<file path="config.mk">
export PLATFORM = sky130hd
export DESIGN_NAME = usb_crypt_seq
export DESIGN_NICKNAME = d
export VERILOG_FILES = /design/src/rtl/usb_crypt_pkg.sv /design/src/rtl/usb_pkt_fifo.sv /design/src/rtl/usb_crypt_seq.sv
export SDC_FILE = /design/constraint.sdc
export NUM_CORES = 1
export LEC_CHECK = 0
export ABC_AREA = 1
export BUFFER_PORTS_ARGS = -buffer_cell sky130_fd_sc_hd__buf_2
export CORE_MARGIN = 10
export CORE_UTILIZATION = 58
export CTS_CLUSTER_DIAMETER = 200
export CTS_CLUSTER_SIZE = 20
export DETAILED_ROUTE_END_ITERATION = 12
export GPL_TIMING_DRIVEN = 0
export MAX_ROUTING_LAYER = met4
export PLACE_DENSITY_LB_ADDON = 0.12
export SLEW_MARGIN = 20
export SYNTH_ARGS = -nofsm -noshare
export SYNTH_HDL_FRONTEND = slang
export SYNTH_SLANG_ARGS = --single-unit
export TNS_END_PERCENT = 10
</file>
<file path="constraint.sdc">
create_clock -name clk -period 12.3 [get_ports clk]
set_input_delay 1.23 -clock clk [delete_from_list [all_inputs] [get_ports clk]]
set_output_delay 1.23 -clock clk [all_outputs]
set_load 0.01 [all_outputs]
</file>
<file path="src/rtl/usb_crypt_pkg.sv">
// Shared PID constants, packet/FSM enums and the reflected CRC16 byte step used by the
// USB encryption sequencer.
package usb_crypt_pkg;

    localparam logic [7:0] PidData0 = 8'hC3;
    localparam logic [7:0] PidData1 = 8'h4B;
    localparam logic [7:0] PidOut   = 8'hE1;
    localparam logic [7:0] PidIn    = 8'h69;
    localparam logic [7:0] PidSetup = 8'h2D;
    localparam logic [7:0] PidSof   = 8'hA5;
    localparam logic [7:0] PidAck   = 8'hD2;
    localparam logic [7:0] PidNak   = 8'h5A;
    localparam logic [7:0] PidStall = 8'h1E;

    localparam logic [15:0] Crc16Poly = 16'hA001;
    localparam logic [15:0] Crc16Init = 16'hFFFF;

    typedef enum logic [1:0] {
        KindToken     = 2'b00,
        KindData      = 2'b01,
        KindHandshake = 2'b10
    } tx_kind_e;

    typedef enum logic [2:0] {
        StIdle,
        StIssue,
        StWait,
        StCrc,
        StPush
    } state_e;

    // One byte through the reflected CRC16, LSB first.
    function automatic logic [15:0] crc16_byte(input logic [15:0] crc, input logic [7:0] data);
        logic [15:0] c;
        c = crc;
        for (int i = 0; i < 8; i++) begin
            if (c[0] ^ data[i]) begin
                c = (c >> 1) ^ Crc16Poly;
            end else begin
                c = c >> 1;
            end
        end
        return c;
    endfunction

endpackage

</file>
<file path="src/rtl/usb_pkt_fifo.sv">
// DEPTH-entry register buffer for finished packets; head is presented combinationally and
// reads as zero while empty.
module usb_pkt_fifo #(
    parameter int unsigned DEPTH = 2,
    parameter int unsigned WIDTH = 8
) (
    input  logic             clk,
    input  logic             rst,
    input  logic             push,
    input  logic [WIDTH-1:0] wdata,
    input  logic             pop,
    output logic [WIDTH-1:0] rdata,
    output logic             full,
    output logic             empty
);

    localparam int unsigned PtrW = $clog2(DEPTH);
    localparam int unsigned CntW = PtrW + 1;

    logic [WIDTH-1:0] mem_q [DEPTH];
    logic [PtrW-1:0]  wptr_q, rptr_q;
    logic [CntW-1:0]  cnt_q;
    logic             do_push, do_pop;

    assign full    = (cnt_q == CntW'(DEPTH));
    assign empty   = (cnt_q == '0);
    assign do_pop  = pop && !empty;
    // A full buffer still accepts a write when the head leaves in the same cycle.
    assign do_push = push && (!full || do_pop);
    assign rdata   = empty ? '0 : mem_q[rptr_q];

    always_ff @(posedge clk) begin
        if (rst) begin
            wptr_q <= '0;
            rptr_q <= '0;
            cnt_q  <= '0;
        end else begin
            if (do_push) wptr_q <= wptr_q + 1'b1;
            if (do_pop)  rptr_q <= rptr_q + 1'b1;
            cnt_q <= cnt_q + CntW'(do_push) - CntW'(do_pop);
        end
    end

    always_ff @(posedge clk) begin
        if (do_push) mem_q[wptr_q] <= wdata;
    end

endmodule

</file>
<file path="src/rtl/usb_crypt_seq.sv">
// Packet sequencer: validates PIDs, runs data payloads block-by-block through the DES engine
// and buffers results for the USB writer. USB_CRYPT_CRC16_EN enables output CRC16 regeneration.
module usb_crypt_seq
    import usb_crypt_pkg::*;
#(
    parameter int unsigned BLOCKS      = 1,
    parameter int unsigned DEPTH       = 2,
    parameter int unsigned ENC_TIMEOUT = 255
) (
    input  logic                  clk,
    input  logic                  rst,
    input  logic                  rx_valid,
    input  logic [7:0]            rx_pid,
    input  logic [64*BLOCKS-1:0]  rx_payload,
    input  logic [15:0]           rx_crc,
    input  logic                  rx_crc_ok,
    input  logic                  mode,
    output logic                  enc_start,
    output logic                  enc_mode,
    output logic [63:0]           enc_din,
    input  logic                  enc_done,
    input  logic [63:0]           enc_dout,
    output logic                  tx_valid,
    input  logic                  tx_ready,
    output logic [7:0]            tx_pid,
    output logic [64*BLOCKS-1:0]  tx_payload,
    output logic [15:0]           tx_crc,
    output logic [1:0]            tx_kind,
    output logic [7:0]            drop_cnt,
    output logic                  busy
);

    localparam int unsigned PayW = 64 * BLOCKS;
    localparam int unsigned IdxW = (BLOCKS > 1) ? $clog2(BLOCKS) : 1;
    localparam int unsigned EntW = 2 + 8 + PayW + 16;

    state_e          state_q, state_d;
    logic [IdxW-1:0] idx_q, idx_d;
    logic [15:0]     cnt_q, cnt_d;
    logic [PayW-1:0] pay_q, pay_d;
    logic [7:0]      pid_q, pid_d;
    tx_kind_e        kind_q, kind_d;
    logic [15:0]     crc_q, crc_d;
    logic            mode_q, mode_d;
    logic            start_q, start_d;
    logic [7:0]      drop_cnt_q, drop_cnt_d;
    logic [8:0]      drop_sum;
    logic            drop_rx, drop_to, push, pop;
    logic            pid_chk, is_data, is_token, is_hshake;
    logic            fifo_full, fifo_empty;
    logic [EntW-1:0] fifo_wdata, fifo_rdata;

`ifdef USB_CRYPT_CRC16_EN
    localparam int unsigned ByteW = $clog2(8 * BLOCKS);
    logic [ByteW-1:0] byte_q, byte_d;
    logic [7:0]       crc_byte;

    always_comb begin
        crc_byte = 8'h00;
        for (int k = 0; k < 8 * BLOCKS; k++) begin
            if (byte_q == ByteW'(k)) crc_byte = pay_q[k*8 +: 8];
        end
    end
`endif

    assign pid_chk   = (rx_pid[7:4] == ~rx_pid[3:0]);
    assign is_data   = pid_chk && (rx_pid inside {PidData0, PidData1});
    assign is_token  = pid_chk && (rx_pid inside {PidOut, PidIn, PidSetup, PidSof});
    assign is_hshake = pid_chk && (rx_pid inside {PidAck, PidNak, PidStall});

    always_comb begin
        enc_din = '0;
        for (int b = 0; b < BLOCKS; b++) begin
            if (idx_q == IdxW'(b)) enc_din = pay_q[b*64 +: 64];
        end
    end

    always_comb begin
        state_d = state_q;
        idx_d   = idx_q;
        cnt_d   = cnt_q;
        pay_d   = pay_q;
        pid_d   = pid_q;
        kind_d  = kind_q;
        crc_d   = crc_q;
        mode_d  = mode_q;
        start_d = 1'b0;
        drop_rx = 1'b0;
        drop_to = 1'b0;
        push    = 1'b0;
`ifdef USB_CRYPT_CRC16_EN
        byte_d  = byte_q;
`endif
        unique case (state_q)
            StIdle: begin
                if (rx_valid) begin
                    if (is_data && rx_crc_ok) begin
                        pid_d   = rx_pid;
                        pay_d   = rx_payload;
                        mode_d  = mode;
                        kind_d  = KindData;
                        idx_d   = '0;
                        start_d = 1'b1;
                        state_d = StIssue;
                    end else if (is_token || is_hshake) begin
                        pid_d   = rx_pid;
                        pay_d   = rx_payload;
                        crc_d   = rx_crc;
                        if (is_token) kind_d = KindToken;
                        else          kind_d = KindHandshake;
                        state_d = StPush;
                    end else begin
                        drop_rx = 1'b1;
                    end
                end
            end
            StIssue: begin
                // Entered from WAIT the strobe is raised one cycle late so enc_din settles first.
                if (start_q) begin
                    cnt_d   = '0;
                    state_d = StWait;
                end else begin
                    start_d = 1'b1;
                end
            end
            StWait: begin
                if (enc_done) begin
                    for (int b = 0; b < BLOCKS; b++) begin
                        if (idx_q == IdxW'(b)) pay_d[b*64 +: 64] = enc_dout;
                    end
                    if (idx_q == IdxW'(BLOCKS - 1)) begin
                        crc_d   = Crc16Init;
`ifdef USB_CRYPT_CRC16_EN
                        byte_d  = '0;
`endif
                        state_d = StCrc;
                    end else begin
                        idx_d   = idx_q + 1'b1;
                        state_d = StIssue;
                    end
                end else if (cnt_q == 16'(ENC_TIMEOUT - 1)) begin
                    drop_to = 1'b1;
                    state_d = StIdle;
                end else begin
                    cnt_d = cnt_q + 16'd1;
                end
            end
            StCrc: begin
`ifdef USB_CRYPT_CRC16_EN
                crc_d = crc16_byte(crc_q, crc_byte);
                if (byte_q == ByteW'(8 * BLOCKS - 1)) begin
                    crc_d   = ~crc16_byte(crc_q, crc_byte);
                    state_d = StPush;
                end else begin
                    byte_d = byte_q + 1'b1;
                end
`else
                crc_d   = 16'hFFFF;
                state_d = StPush;
`endif
            end
            StPush: begin
                if (!fifo_full || pop) begin
                    push    = 1'b1;
                    state_d = StIdle;
                end
            end
            default: state_d = StIdle;
        endcase
        if (rx_valid && state_q != StIdle) drop_rx = 1'b1;
    end

    assign drop_sum   = {1'b0, drop_cnt_q} + {8'b0, drop_rx} + {8'b0, drop_to};
    assign drop_cnt_d = drop_sum[8] ? 8'hFF : drop_sum[7:0];

    always_ff @(posedge clk) begin
        if (rst) begin
            state_q    <= StIdle;
            idx_q      <= '0;
            cnt_q      <= '0;
            pay_q      <= '0;
            pid_q      <= '0;
            kind_q     <= KindToken;
            crc_q      <= '0;
            mode_q     <= 1'b0;
            start_q    <= 1'b0;
            drop_cnt_q <= '0;
`ifdef USB_CRYPT_CRC16_EN
            byte_q     <= '0;
`endif
        end else begin
            state_q    <= state_d;
            idx_q      <= idx_d;
            cnt_q      <= cnt_d;
            pay_q      <= pay_d;
            pid_q      <= pid_d;
            kind_q     <= kind_d;
            crc_q      <= crc_d;
            mode_q     <= mode_d;
            start_q    <= start_d;
            drop_cnt_q <= drop_cnt_d;
`ifdef USB_CRYPT_CRC16_EN
            byte_q     <= byte_d;
`endif
        end
    end

    assign fifo_wdata = {kind_q, pid_q, pay_q, crc_q};
    assign pop        = tx_valid && tx_ready;

    usb_pkt_fifo #(
        .DEPTH (DEPTH),
        .WIDTH (EntW)
    ) u_fifo (
        .clk   (clk),
        .rst   (rst),
        .push  (push),
        .wdata (fifo_wdata),
        .pop   (pop),
        .rdata (fifo_rdata),
        .full  (fifo_full),
        .empty (fifo_empty)
    );

    assign tx_valid = !fifo_empty;
    assign {tx_kind, tx_pid, tx_payload, tx_crc} = fifo_rdata;

    assign enc_start = start_q;
    assign enc_mode  = mode_q;
    assign drop_cnt  = drop_cnt_q;
    assign busy      = (state_q != StIdle);

endmodule

</file>
### After elaboration in Yosys (flattened, before gate mapping)

Memory sizes are Yosys's and may differ from the RTL's. A register that Yosys moved wholly into a read port is not among the register bits.
Index checks and enable logic that the tools add are counted.

| storage, ports and cells | value |
|---|---|
| register bits | 124 |
| bits in writable memories | 180 |
| input port bits | 159 |
| output and inout bits | 166 |
| word-level logic and storage cells | 137 |
| memories kept | 1 |

Memories:

| memory | words | bits a word | rd ports | clocked after Yosys merged registers in | write ports | line | source |
|---|---|---|---|---|---|---|---|
| u_fifo.mem_q | 2 | 90 | 1 | 1 | 1 | usb_pkt_fifo.sv:20 | `logic [WIDTH-1:0] mem_q [DEPTH];` |

| cells by class | value |
|---|---|
| add/subtract/negate cells | 8 |
| equal/unequal tests | 28 |
| muxes and demuxes | 56 |
| bitwise logic cells | 1 |
| reduce and logical (&&, ||, !) cells | 30 |

Operator list:

| operator | number |
|---|---|
| 2-to-1 mux 64 bit | 6 |
| 2-to-1 mux 16 bit | 8 |
| case mux 64 bit (2 select lines) | 1 |
| 2-to-1 mux 90 bit | 1 |
| case mux 16 bit (3 select lines) | 1 |
| == test 8 bit, second input constant | 4 |
| case mux 16 bit (2 select lines) | 1 |
| == test 8 x 7 -> 1 bit, second input constant | 3 |
| 2-to-1 mux 8 bit | 3 |
| 2-to-1 mux 1 bit | 21 |
| 2-to-1 mux 3 bit | 7 |
| != test 2 bit, second input constant | 10 |
| adder 16 x 1 -> 16 bit, second input constant | 1 |
| == test 16 x 8 -> 1 bit, second input constant | 1 |
| case mux 3 bit (5 select lines) | 1 |
| AND reduction 5 bit | 2 |
| adder 8 x 1 -> 9 bit | 1 |
| adder 9 x 1 -> 9 bit | 1 |
| nonzero test 3 bit | 3 |
| == test 8 x 5 -> 1 bit, second input constant | 1 |
| == test 8 x 6 -> 1 bit, second input constant | 1 |
| logical AND 1 bit | 8 |
| 2-to-1 mux 2 bit | 4 |
| AND reduction 4 bit | 2 |
| other kinds (19) | 31 |

### Logic depth before layout (Yosys ltp)

| logic depth | value |
|---|---|
| depth in word-level cells | 12 |
| gate-level depth with buffers | 16 |
| mapped depth without buffers | 16 |

### By module

A second synthesis with hierarchy kept.

| unflattened totals | value |
|---|---|
| cell total of the unflattened synthesis | 1,636 |
| area, all modules | 14,010.9 um^2 |

Modules (own cells, without submodules):

| module | times used | cells each | area each (um^2) | sequential area each (um^2) |
|---|---|---|---|---|
| usb_pkt_fifo | 1 | 522 | 7,349.5 | 5,505.3 |
| usb_crypt_seq | 1 | 1,114 | 6,661.4 | 2,382.3 |

### Worst setup path before layout

No wires, ideal clock.

| timing | value |
|---|---|
| path type | input-to-reg |
| start point | input tx_ready |
| end point | memory u_fifo.mem_q[1][0] (netlist name) (enable) |
| setup time | 541 ps |
| arrival time | 5,269 ps |
| required time | 11,759 ps |
| setup slack | 6,490 ps |
| stages | 4 |
| path buffers | 0 |
| cell sequence | inv_1 nand3_1 nand4_1 nor2_1 |

| between the ends | value |
|---|---|
| cells in the longest elaborated chain, start to end | 7 |
| elaborated cells between the ends (all ways) | 9 |
| classes of those cells | 4 x mux; 5 x reduce/logical |

Ends and longest elaborated chain:

| what | line | source |
|---|---|---|
| start: declaration | usb_crypt_seq.sv:24 | `input logic tx_ready,` |
| logical AND 1 bit * | usb_crypt_seq.sv:209 | `assign pop = tx_valid && tx_ready;` |
| logical OR 1 bit | usb_crypt_seq.sv:163 | `if (!fifo_full \|\| pop) begin` |
| 2-to-1 mux 1 bit | usb_crypt_seq.sv:163 |  |
| 2-to-1 mux 1 bit | usb_crypt_seq.sv:94 | `unique case (state_q)` |
| logical AND 1 bit * | usb_pkt_fifo.sv:29 | `assign do_push = push && (!full \|\| do_pop);` |
| 2-to-1 mux 1 bit * | usb_pkt_fifo.sv:45 | `if (do_push) mem_q[wptr_q] <= wdata;` |
| 2-to-1 mux 1 bit (not written as such) * | usb_pkt_fifo.sv:45 |  |
| end: declaration | usb_pkt_fifo.sv:20 |  |

Mark *: on every way between the ends. The rest lies on a longest branch, timed or not.

### Worst setup path in the final report

| timing | value |
|---|---|
| start point | register u_fifo.cnt_q[1] |
| end point | output tx_payload[46] |

| between the ends | value |
|---|---|
| cells in the longest elaborated chain, start to end | 2 |

Ends and longest elaborated chain:

| what | line | source |
|---|---|---|
| start: declaration | usb_pkt_fifo.sv:22 | `logic [CntW-1:0] cnt_q;` |
| start signal: assignment | usb_pkt_fifo.sv:40 | `cnt_q <= cnt_q + CntW'(do_push) - CntW'(do_pop);` |
| logical NOT 2 bit | usb_pkt_fifo.sv:26 | `assign empty = (cnt_q == '0);` |
| 2-to-1 mux 90 bit | usb_pkt_fifo.sv:30 | `assign rdata = empty ? '0 : mem_q[rptr_q];` |
| end: declaration | usb_crypt_seq.sv:26 | `output logic [64*BLOCKS-1:0] tx_payload,` |

Every way passes these cells.

==> flow_summary.toml <==
[run_status]
status = "finished clean"

[detailed_routing]
drtIter0Drc = 1216
wl_per_cell_um = 18.2
via_per_inst = 5.30
firstDrtPassIters = 5
wirelength_um = 41900
drc = 0
ant_nets = 0
num_vias = 12200

[hold_path]
hold_path.class = "reg2reg"
worstHoldStart = "crc_q[13]"
hold_path_end = "u_fifo.mem_q[0][13]"
min_path_cells = 0

[yosys]
ys_warn_count = 0
postSynthAreaPerCell_sq_um = 8.34
synth-seq-cells = 304
yosysSeqAreaShare = 0.585
synth_edf_count = 180
synth_area_leader_cell = "edfxtp_1"
synth_top_area_frac = 0.401
ys_async_sr_fraction = 0
ys.flop_type = "edfxtp_1"
synthCells = 1617
synth_area_leaders = "edfxtp_1 40%, dfxtp_1 18%, nand2_1 16%, a21oi_1 6.7%, nor2_1 5.4%"
syn_area_sq_um = 13500
yosysUniqueCellTypes = 31
synth_fp_nets = 1782

[timing]
max-slew-margin-rel = 0.323
max_freq_ghz = 0.252
period_share = 0.323
worstMarginPinSlew_ps = 1020
setup_viol = 0
slew_viol_final = 0
rsz0062_at_grt = "no"
min_period_ps = 3970
holdWs_ps = 454
hold_violations = 0
totalNegativeSetupSlack_ps = 0
finClkSkew_ps = 32.9

[pwr]
p_leak_nw = 7.51
switching_power_w = 0.00120
p_int_w = 0.00199
switching_share = 0.377
powerDensity_nw_per_um2 = 196
power_frac_clock = 0.198
peakVddDrop_uv = 119
power_frac_comb = 0.332
pwr-share-seq = 0.469

[setup_path]
arrival_ps = 2740
start_kind = "register"
reg2reg_from = "state_q[2]"
crit_buf_inv = 3
end_kind = "output pin"
cp_slowest_stage_delay_ps = 820
critPathKind = "reg2out"
r2r_slack_ps = 8990
slowest_stage = "clkbuf_1"
worst-path-max-fanout = 10
reg2reg_depth = 13
cp_data_required_time_ps = 11070
critPathTopFamily = "buffers and inverters"
cp_common_cell = "clkbuf_1"
reg2reg_to = "drop_cnt[3]"
cp_cell_sequence = "nor2_1 -> clkbuf_1 -> clkbuf_1 -> a21oi_1 -> buf_2"

[clock_tree]
cts_sinks = 304
cts-root-buf = "clkbuf_16"
cts-buffers-inserted = 19
cts-hold-fix-buffers = 0
cts_resized = 0
htreeDepth = 1
clk_pin_slew_worst_paths_ps = 90
cts_tree = "built"
clockBufferDepth = 3
postCtsSetupRepairBufs = 0
clk_latency_ps = 520

[floorplanning]
initial_core_util = 0.592
io_pins = 325
rows = 55
die_x_um = 172
die_h_um = 172
die_area_sq_um = 29800
fp.coreArea_sq_um = 22800

[layout]
final_cell_mix = "563 x nand2_1, 351 x buf_2, 191 x nor2_1"
drive_gt1_frac = 0.206
areaGrowthSynthToFinish_pct = 20.6
final_common_cell = "nand2_1"
final_area_sq_um = 16300
nets = 2134

[place]
port_buffers = 323
hpwl_um = 31700
placed_cell_area_sq_um = 15700
globalplace.congestion = 0.906

[global_route]
grt_max_degree = 27
met2_usage = 0.465
grt_pass1_wl_um = 62500
groute.usage.overall = 0.277
grt_remaining_overflow = 0
use_met1 = 0.345
grt.met3_usage = 0.0378
first_global_vias = 11500
top_usage_layer = "met2"
antenna_found_initial = 1

[flow_run]
maxCapViolations = 0
==> cell usage after synthesis, drive strengths merged (2+ instances only) <==
cell type    n
nand2      567
nor2       195
a21oi      181
edfxtp     180
dfxtp      124
inv        116
nand3      112
clkbuf      47
buf         45
xor2        12
nand4       10
o21ai        7
clkinv       5
ha           5
nor4         2
o21bai       2
==> power groups by stage <==
stage                     Clock [W]  Sequential [W]  Combinational (W)
after floorplan                   0         0.00152           0.000525
after global placement            0         0.00151            0.00102
after detailed placement          0         0.00151            0.00105
after CTS                  0.000634         0.00149            0.00106
after global routing       0.000671         0.00152            0.00116
final                      0.000632         0.00150            0.00106
==> registers in the layout (all words and copies together) (netlist names), named ones only <==
name,cells
u_fifo.mem_q,180
pay_q,64
cnt_q,16
crc_q,16
drop_cnt,8
pid_q,8
state_q,3
kind_q,2
u_fifo.cnt_q,2
enc_mode,1
enc_start,1
u_fifo.rptr_q,1
u_fifo.wptr_q,1
==> cells by family after synthesis <==
group,Yosys count,share of synthesized area
AO/OA/AOI/OAI,193,0.0724
XOR/XNOR,13,0.00844
adder cells (fa/ha/maj),6,0.00612
buffers and inverters,213,0.0655
flip-flops,304,0.585
AND/OR/NAND/NOR,888,0.263
==> routing by layer <==
layer  share of wire  up-vias
met5               0        -
met4           0.030        0
met3           0.087       84
met2            0.49      545
met1            0.40     5622
li1                -     5923
==> how the worst max path moves through the flow <==
stage | start | endpoint | slack, ps | depth (start not counted)
final | u_fifo.cnt_q[1] | tx_payload[46] | 8330 | 5
after global routing | u_fifo.cnt_q[1] | tx_payload[46] | 8260 | 5
after CTS | u_fifo.cnt_q[1] | tx_payload[46] | 8330 | 5
after detailed placement | rx_pid[3] | drop_cnt[3] | 8350 | 16
after global placement | tx_ready | u_fifo.mem_q[1][21] | 4060 | 5
after floorplan | tx_ready | u_fifo.mem_q[1][0] | 6490 | 4
==> through the flow <==
stage | setup WS, ps | utilization | std cells | power [W]
after detailed placement | 8350 | 0.690 | 2261 | 0.00257
final | 8330 | 0.714 | 2296 | 0.00319
after CTS | 8330 | 0.714 | 2295 | 0.00319
after global routing | 8260 | 0.714 | 2296 | 0.00335
after floorplan | 6490 | - | 1617 | 0.00204
after global placement | 4060 | 0.680 | 2253 | 0.00253
==> final cells by class <==
type                       count  area (sq um)
fill                        1819          6510
clock buffer                  32           524
clock inverter                 2          25.0
buffer                        92           429
antenna                        1          2.50
multi-input combinational   1100          4730
timing repair buffer         331          1820
inverter                     121           454
tap                          313           392
sequential                   304          7890
Note: power is estimated with default switching activity, not from simulation.
